`config.mk`:
```
export PLATFORM = sky130hd
export DESIGN_NAME = sync_toggle_counter_flat
export DESIGN_NICKNAME = d
export VERILOG_FILES = /design/src/rtl/sync_toggle_counter_if.sv /design/src/rtl/sync_toggle_counter.sv /design/src/flat_wrapper.sv
export SDC_FILE = /design/constraint.sdc
export NUM_CORES = 1
export LEC_CHECK = 0
export BUFFER_PORTS_ARGS = -buffer_cell sky130_fd_sc_hd__buf_2
export CAP_MARGIN = 10
export CORE_MARGIN = 8
export CORE_UTILIZATION = 40
export CTS_CLUSTER_DIAMETER = 40
export DETAILED_ROUTE_END_ITERATION = 16
export PLACE_DENSITY = 0.75
export SLEW_MARGIN = 20
export SYNTH_ARGS = -nofsm -noshare
export SYNTH_HDL_FRONTEND = slang
export SYNTH_SLANG_ARGS = --single-unit
```
`constraint.sdc`:
```
create_clock -name clk -period 5.4 [get_ports clk]
set_input_delay 0.81 -clock clk [delete_from_list [all_inputs] [get_ports clk]]
set_output_delay 0.81 -clock clk [all_outputs]
set_load 0.005 [all_outputs]
```
`src/rtl/sync_toggle_counter_if.sv`:
```
// ----------------------------------------------------------------------------
// sync_toggle_counter_if
//
// Bundles the control inputs and status outputs of sync_toggle_counter.
//
// Signals:
//   en        count enable
//   up        direction: 1 = increment, 0 = decrement
//   load      synchronous parallel load, wins over en
//   load_val  value to load (clamped to MODULUS-1 by the counter)
//   count     registered count
//   t_vec     per-bit toggle enables for the next edge (count ^ next_count)
//   tc        terminal count, combinational, for cascading
//   wrap      registered one-cycle pulse after a wrap edge
//   div_out   registered, toggles on every wrap edge
//
// Modports:
//   master  drives the controls and observes the status (bench / upstream)
//   slave   the counter itself
//
// There is no valid/ready handshake on this bus: every control is sampled
// on every rising clock edge, and every status output is always valid.
// ----------------------------------------------------------------------------
interface sync_toggle_counter_if #(
    parameter int WIDTH = 4
);
    logic             en;
    logic             up;
    logic             load;
    logic [WIDTH-1:0] load_val;
    logic [WIDTH-1:0] count;
    logic [WIDTH-1:0] t_vec;
    logic             tc;
    logic             wrap;
    logic             div_out;

    modport master (
        output en, up, load, load_val,
        input  count, t_vec, tc, wrap, div_out
    );

    modport slave (
        input  en, up, load, load_val,
        output count, t_vec, tc, wrap, div_out
    );
endinterface

```
`src/rtl/sync_toggle_counter.sv`:
```
// ----------------------------------------------------------------------------
// sync_toggle_counter
//
// Modulo-MODULUS up/down counter whose t_vec output is the exact T-input
// pattern a bank of T flip-flops needs to follow count. Also provides a
// terminal-count output for cascading, a one-cycle wrap pulse and a
// divided clock that toggles once per wrap.
//
// Parameters:
//   WIDTH    counter width in bits (1..16)
//   MODULUS  count range 0..MODULUS-1 (2..2^WIDTH)
//
// Ports:
//   clk    rising-edge clock
//   reset  asynchronous, active-high reset (count, wrap, div_out -> 0)
//   bus    sync_toggle_counter_if.slave (controls in, status out)
// ----------------------------------------------------------------------------
module sync_toggle_counter #(
    parameter int WIDTH   = 4,
    parameter int MODULUS = 16
) (
    input  logic                  clk,
    input  logic                  reset,
    sync_toggle_counter_if.slave  bus
);
    localparam logic [WIDTH-1:0] CountMax = WIDTH'(MODULUS - 1);

    logic [WIDTH-1:0] count_q, count_d;
    logic             wrap_q, wrap_d;
    logic             div_q, div_d;

    logic             at_max;
    logic             at_zero;
    logic             tc;
    logic [WIDTH-1:0] load_clamped;

    assign at_max       = (count_q == CountMax);
    assign at_zero      = (count_q == '0);
    assign load_clamped = (bus.load_val > CountMax) ? CountMax : bus.load_val;

    // A wrap edge is exactly an edge taken while tc is high, so the wrap
    // pulse and the divider toggle are both derived from tc.
    assign tc = bus.en & ~bus.load & (bus.up ? at_max : at_zero);

    always_comb begin
        count_d = count_q;
        if (bus.load) begin
            count_d = load_clamped;
        end else if (bus.en) begin
            if (bus.up) begin
                count_d = at_max ? '0 : count_q + 1'b1;
            end else begin
                count_d = at_zero ? CountMax : count_q - 1'b1;
            end
        end
        wrap_d = tc;
        div_d  = div_q ^ tc;
    end

    always_ff @(posedge clk or posedge reset) begin
        if (reset) begin
            count_q <= '0;
            wrap_q  <= 1'b0;
            div_q   <= 1'b0;
        end else begin
            count_q <= count_d;
            wrap_q  <= wrap_d;
            div_q   <= div_d;
        end
    end

    // Toggle enables cover loads and non-power-of-two wraps too, since they
    // are taken directly from the difference of current and next count.
    assign bus.count   = count_q;
    assign bus.t_vec   = count_q ^ count_d;
    assign bus.tc      = tc;
    assign bus.wrap    = wrap_q;
    assign bus.div_out = div_q;

endmodule

```
`src/flat_wrapper.sv`:
```
// flat-port wrapper written by rule: the top's interface ports become plain ports
module sync_toggle_counter_flat 
#(
    parameter int WIDTH   = 4,
    parameter int MODULUS = 16
)
  (clk, reset, bus_en, bus_up, bus_load, bus_load_val, bus_count, bus_t_vec, bus_tc, bus_wrap, bus_div_out);
  sync_toggle_counter_if #(.WIDTH(WIDTH)) bus_i ();
  input  logic clk;
  input  logic reset;
  input wire logic [$bits(bus_i.en)-1:0] bus_en;
  input wire logic [$bits(bus_i.up)-1:0] bus_up;
  input wire logic [$bits(bus_i.load)-1:0] bus_load;
  input wire logic [$bits(bus_i.load_val)-1:0] bus_load_val;
  output wire logic [$bits(bus_i.count)-1:0] bus_count;
  output wire logic [$bits(bus_i.t_vec)-1:0] bus_t_vec;
  output wire logic [$bits(bus_i.tc)-1:0] bus_tc;
  output wire logic [$bits(bus_i.wrap)-1:0] bus_wrap;
  output wire logic [$bits(bus_i.div_out)-1:0] bus_div_out;
  assign bus_i.en = bus_en;
  assign bus_i.up = bus_up;
  assign bus_i.load = bus_load;
  assign bus_i.load_val = bus_load_val;
  assign bus_count = bus_i.count;
  assign bus_t_vec = bus_i.t_vec;
  assign bus_tc = bus_i.tc;
  assign bus_wrap = bus_i.wrap;
  assign bus_div_out = bus_i.div_out;
  sync_toggle_counter #(.WIDTH(WIDTH), .MODULUS(MODULUS)) u_core (.clk(clk), .reset(reset), .bus(bus_i));
endmodule
```
# == Yosys cells after proc, flatten, opt, wreduce, memory -nomap -nowiden ==
# Index checks and enable logic that the tools add are counted.
# word_totals
reg_bits,6
out_inout_bits,11
elab_cells,20
# classes
n_addsub,2
magnitude_cmp,1
eq_ne,1
n_mux,7
bitwise_logic,5
n_reduce_logical,1
# ops
op,count
4-bit two-way mux,6
4-bit by 1-bit adder with 4-bit output (second input constant),1
4-bit == test (second input constant),1
4-bit > comparator (second input constant),1
4-bit zero test,1
4-bit by 1-bit subtractor with 4-bit output (second input constant),1
4-bit XOR,1
1-bit bitwise AND,2
1-bit two-way mux,1
1-bit inverter,1
1-bit XOR,1

# == Longest topological paths before layout ==
# depth
depth_word,6
ltp_mapped,7
ltp_nobuf,6

# == Worst setup path before layout ==
# OpenSTA, ideal clock, no wires.
# synth_path
kind,in2out
from,input port bus_up
to,output port bus_t_vec[0]
arrival_ns,1.803
required_time_ns,4.590
setup_slack_ns,2.787
cell_stages,5
path_cell_list,buf_2 > or4b_4 > nand2_1 > nand2_1 > a22o_1
# synth_via
elab_chain_cells,4
# synth_rtl
item,line_no,rtl
from (decl),flat_wrapper.sv:12,input wire logic [$bits(bus_i.up)-1:0] bus_up;
4-bit two-way mux,sync_toggle_counter.sv:50,if (bus.up) begin
4-bit two-way mux,sync_toggle_counter.sv:49,end else if (bus.en) begin
4-bit two-way mux,sync_toggle_counter.sv:47,if (bus.load) begin
4-bit XOR,sync_toggle_counter.sv:75,assign bus.t_vec = count_q ^ count_d;
to (decl),flat_wrapper.sv:16,output wire logic [$bits(bus_i.t_vec)-1:0] bus_t_vec;
# Every way passes these cells.

# == Worst setup path after layout ==
# layout_path
from,register u_core.count_q[0] (netlist: u_core.bus.count[0])
to,output port bus_t_vec[0]
# layout_via
elab_chain_cells,6
word_cells_on_any_way,10
cone_classes,2 x add/sub; 1 x eq/ne; 5 x mux; 1 x bitwise; 1 x reduce/logical
# layout_rtl
item,line_no,rtl
from (decl),sync_toggle_counter.sv:28,"logic [WIDTH-1:0] count_q, count_d;"
from (signal assigned),sync_toggle_counter.sv:66,count_q <= count_d;
4-bit by 1-bit subtractor with 4-bit output (tied with other cells),sync_toggle_counter.sv:53,count_d = at_zero ? CountMax : count_q - 1'b1;
4-bit two-way mux (on tied branches),"sync_toggle_counter.sv:53, sync_toggle_counter.sv:51",
4-bit two-way mux,sync_toggle_counter.sv:50,
4-bit two-way mux,sync_toggle_counter.sv:49,
4-bit two-way mux,sync_toggle_counter.sv:47,
4-bit XOR *,sync_toggle_counter.sv:75,
# Mark *: on every way between the ends. The rest lies on a longest branch, timed or not.

==> flow_summary_export.csv <==
group,metric,value,unit
power_and_ir_drop,powerDensity,259,mW/mm²
timing,max_freq,343,MHz
timing,setup_tns,0,ps
placed_design,place_congestion,0.823,
timing,timing.final.crit_share,54.0,%
grt,grt_use_met2,15.2,%
min_path,hold_path_class,"in -> async",
floorplanning,fp.coreArea,0.00130,mm²
placed_design,portBuffers,19,
grt,grt_pass1_wl,2.26,mm
finish,antenna_cells,0,
clock_network,cts_tree,"yes",
synthesis,yosys.area.top_type_share,26.9,%
setup_path,rrSetupSlack,3600,ps
timing,tightest_slew,349,ps
synthesis,ys_top_cells_by_area,"dfrtp_1 (27%), xor2_1 (7.8%), nand2_1 (5.4%), ha_1 (4.5%), nor2b_1 (4.5%)",
grt,grt_use_met1,12.7,%
routing,wl,1.35,mm
clock_network,htreeDepth,1,
clock_network,clkSinkCount,6,
clock_network,cts_resized,0,
timing,slew_headroom,76.7,%
finish,fin_area,651,µm²
run_status,status,"completed",
routing,routedWlPerCell,13.7,µm
finish,nNetsFinal,96,
timing,final.setup_skew,2.34,ps
finish,n_fill_cell,136,
finish,multiInputGateArea,349,µm²
finish,layout_commonest_cell,"buf_2",
floorplanning,die_area,0.00285,mm²
setup_path,cp-end-kind,"output port",
grt,grt-ovfl-total,0,
routing,routed_via_density,5.49,
power_and_ir_drop,irDropWorstVdd,0.117,mV
synthesis,syn-cell-area,558,µm²
setup_path,r2r_end,"u_core.bus.div_out",
synthesis,ys_seq_area_share,26.9,%
placed_design,dp_hpwl,1.00,mm
setup_path,worstSetupPathType,"reg -> out",
clock_network,clkTransAtPathRegs,50,ps
routing,first_pass_iters,4,
timing,rsz0062_at_grt,"no",
run,cap_viol_max_count,0,
grt,grtUsageMet3,3.08,%
synthesis,syn_area_per_cell,8.33,µm²
floorplanning,die_h,53.4,µm
routing,ant_nets,0,
timing,fin_crit,2920,ps
setup_path,startpoint,"u_core.bus.count[0]",
synthesis,syn-num-nets,78,
floorplanning,ios,20,
synthesis,synth_top_cell_by_area,"dfrtp_1",
routing,vias,538,
setup_path,worstSetupStartpointType,"flop",
synthesis,yosysWarnings,0,
placed_design,dpl_cell_area,628,µm²
floorplanning,initial_core_util,42.9,%
floorplanning,rows,13,
timing,hold-worst-slack,452,ps
routing,drc,0,
timing,finalHoldViolCount,0,
synthesis,syn_inst,67,
finish,final-seq-area,150,µm²
finish,drive_gt1_share,32.5,%
setup_path,critPathMaxFanout,10,
clock_network,cts_buffer_depth,2,
finish,syn_to_final_growth,16.6,%
clock_network,holdBufCountCts,0,
clock_network,insertion_delay,250,ps
power_and_ir_drop,p_leak,0.320,nW
grt,grt_pass1_vias,515,
setup_path,regToRegStartpoint,"u_core.bus.count[0]",
setup_path,r2r_cells,5,
floorplanning,dieWidth,53.4,µm
clock_network,cts-root-buf,"clkbuf_4",
setup_path,cp.required,4590,ps
grt,grt_max_degree,17,
finish,layout_common_cells,"buf_2 (19), nand2_1 (8), nor2_1 (6), dfrtp_1 (6), xor2_1 (5)",
grt,antenna_found_initial,0,
timing,drv_slew,0,
setup_path,cp_data_arrival_time,2110,ps
timing,finalSetupViolCount,0,
grt,track_usage,10.7,%
grt,grt_busiest_layer,"met2",
clock_network,numCtsBuffers,3,
synthesis,ys_seq_elements,6,
routing,drt_iter0_markers,15,
clock_network,cts_setup_buffers,0,
synthesis,netlist-cell-type-count,31,
worst max-delay path: stages (launching register included):
cell	delay (ps)
dfrtp_1	490
inv_1	160
ha_1	210
or4b_4	490
nand2_1	110
nand2_1	60
a22o_1	220
buf_2	120
stage by stage:
step	total power, W	setup WS (ps)	cells	utilization (%)
3_3_place_gp	0.000125	2650	95	48.3
2_1_floorplan	0.000109	2790	67	-
4_1_cts	0.000170	2510	98	50.0
6_report	0.000169	2480	98	50.0
5_1_grt	0.000183	2370	98	50.0
3_5_place_dp	0.000127	2630	95	48.3
Yosys cell counts:
| master | number |
|---|---|
| a2111oi_2 | 1 |
| a211o_1 | 1 |
| a211oi_1 | 1 |
| a21boi_2 | 1 |
| a21oi_1 | 4 |
| a221oi_1 | 1 |
| a22o_1 | 1 |
| a22oi_1 | 1 |
| a31o_1 | 1 |
| a31oi_1 | 2 |
| a41oi_1 | 1 |
| and4_2 | 1 |
| buf_2 | 2 |
| buf_4 | 1 |
| buf_6 | 2 |
| clkbuf_1 | 1 |
| dfrtp_1 | 6 |
| ha_1 | 2 |
| inv_1 | 4 |
| mux2_2 | 1 |
| nand2_1 | 8 |
| nand4_1 | 1 |
| nor2_1 | 6 |
| nor2b_1 | 4 |
| nor4b_1 | 1 |
| o2111ai_1 | 1 |
| o21ai_0 | 3 |
| o21ai_1 | 1 |
| or2_1 | 1 |
| or4b_4 | 1 |
| xor2_1 | 5 |
where the power goes:
| group | switching [W] | internal, W |
|---|---|---|
| Clock | 0.0000173 | 0.0000252 |
| Sequential | 0.0000134 | 0.0000527 |
| Combinational | 0.0000301 | 0.0000302 |
| Total | 0.0000607 | 0.000108 |
final cells by class:
cell class	instances	share of cell area [%]
multi-input cells	51	53.7
clock buffers	3	3.46
well taps	15	2.88
flip-flops and latches	6	23.1
inverters	4	2.31
repair buffers	19	14.6
flip-flops by register name, summed over array words and instances, names as in the netlist:
| signal | count |
|---|---|
| u_core.bus.count | 4 |
| u_core.bus.div_out | 1 |
| u_core.bus.wrap | 1 |
how the worst max path moves through the flow:
stage | endpoint | slack (ps) | cells past startpoint
3_3_place_gp | bus_t_vec[0] | 2650 | 6
4_1_cts | bus_t_vec[0] | 2510 | 7
5_1_grt | bus_t_vec[1] | 2370 | 7
6_report | bus_t_vec[0] | 2480 | 7
3_5_place_dp | bus_t_vec[0] | 2630 | 6
2_1_floorplan | bus_t_vec[0] | 2790 | 5
layer usage:
layer,share of wire (%),vias to the layer above
li1,-,273
met2,44,15
met5,0,-
met4,3.0,0
met3,3.6,5
met1,50,245
logic make-up after synthesis:
kind of cell             Yosys count  share of synthesized area, %
flip-flops                         6                          26.9
adder cells (fa/ha/maj)            2                          4.48
XOR/XNOR                           5                          7.85
buffers and inverters             10                          10.5
multiplexers                       1                          2.02
AO/OA/AOI/OAI                     20                          26.2
AND/OR/NAND/NOR                   23                          22.0
Power figures use the tool's default switching activity.
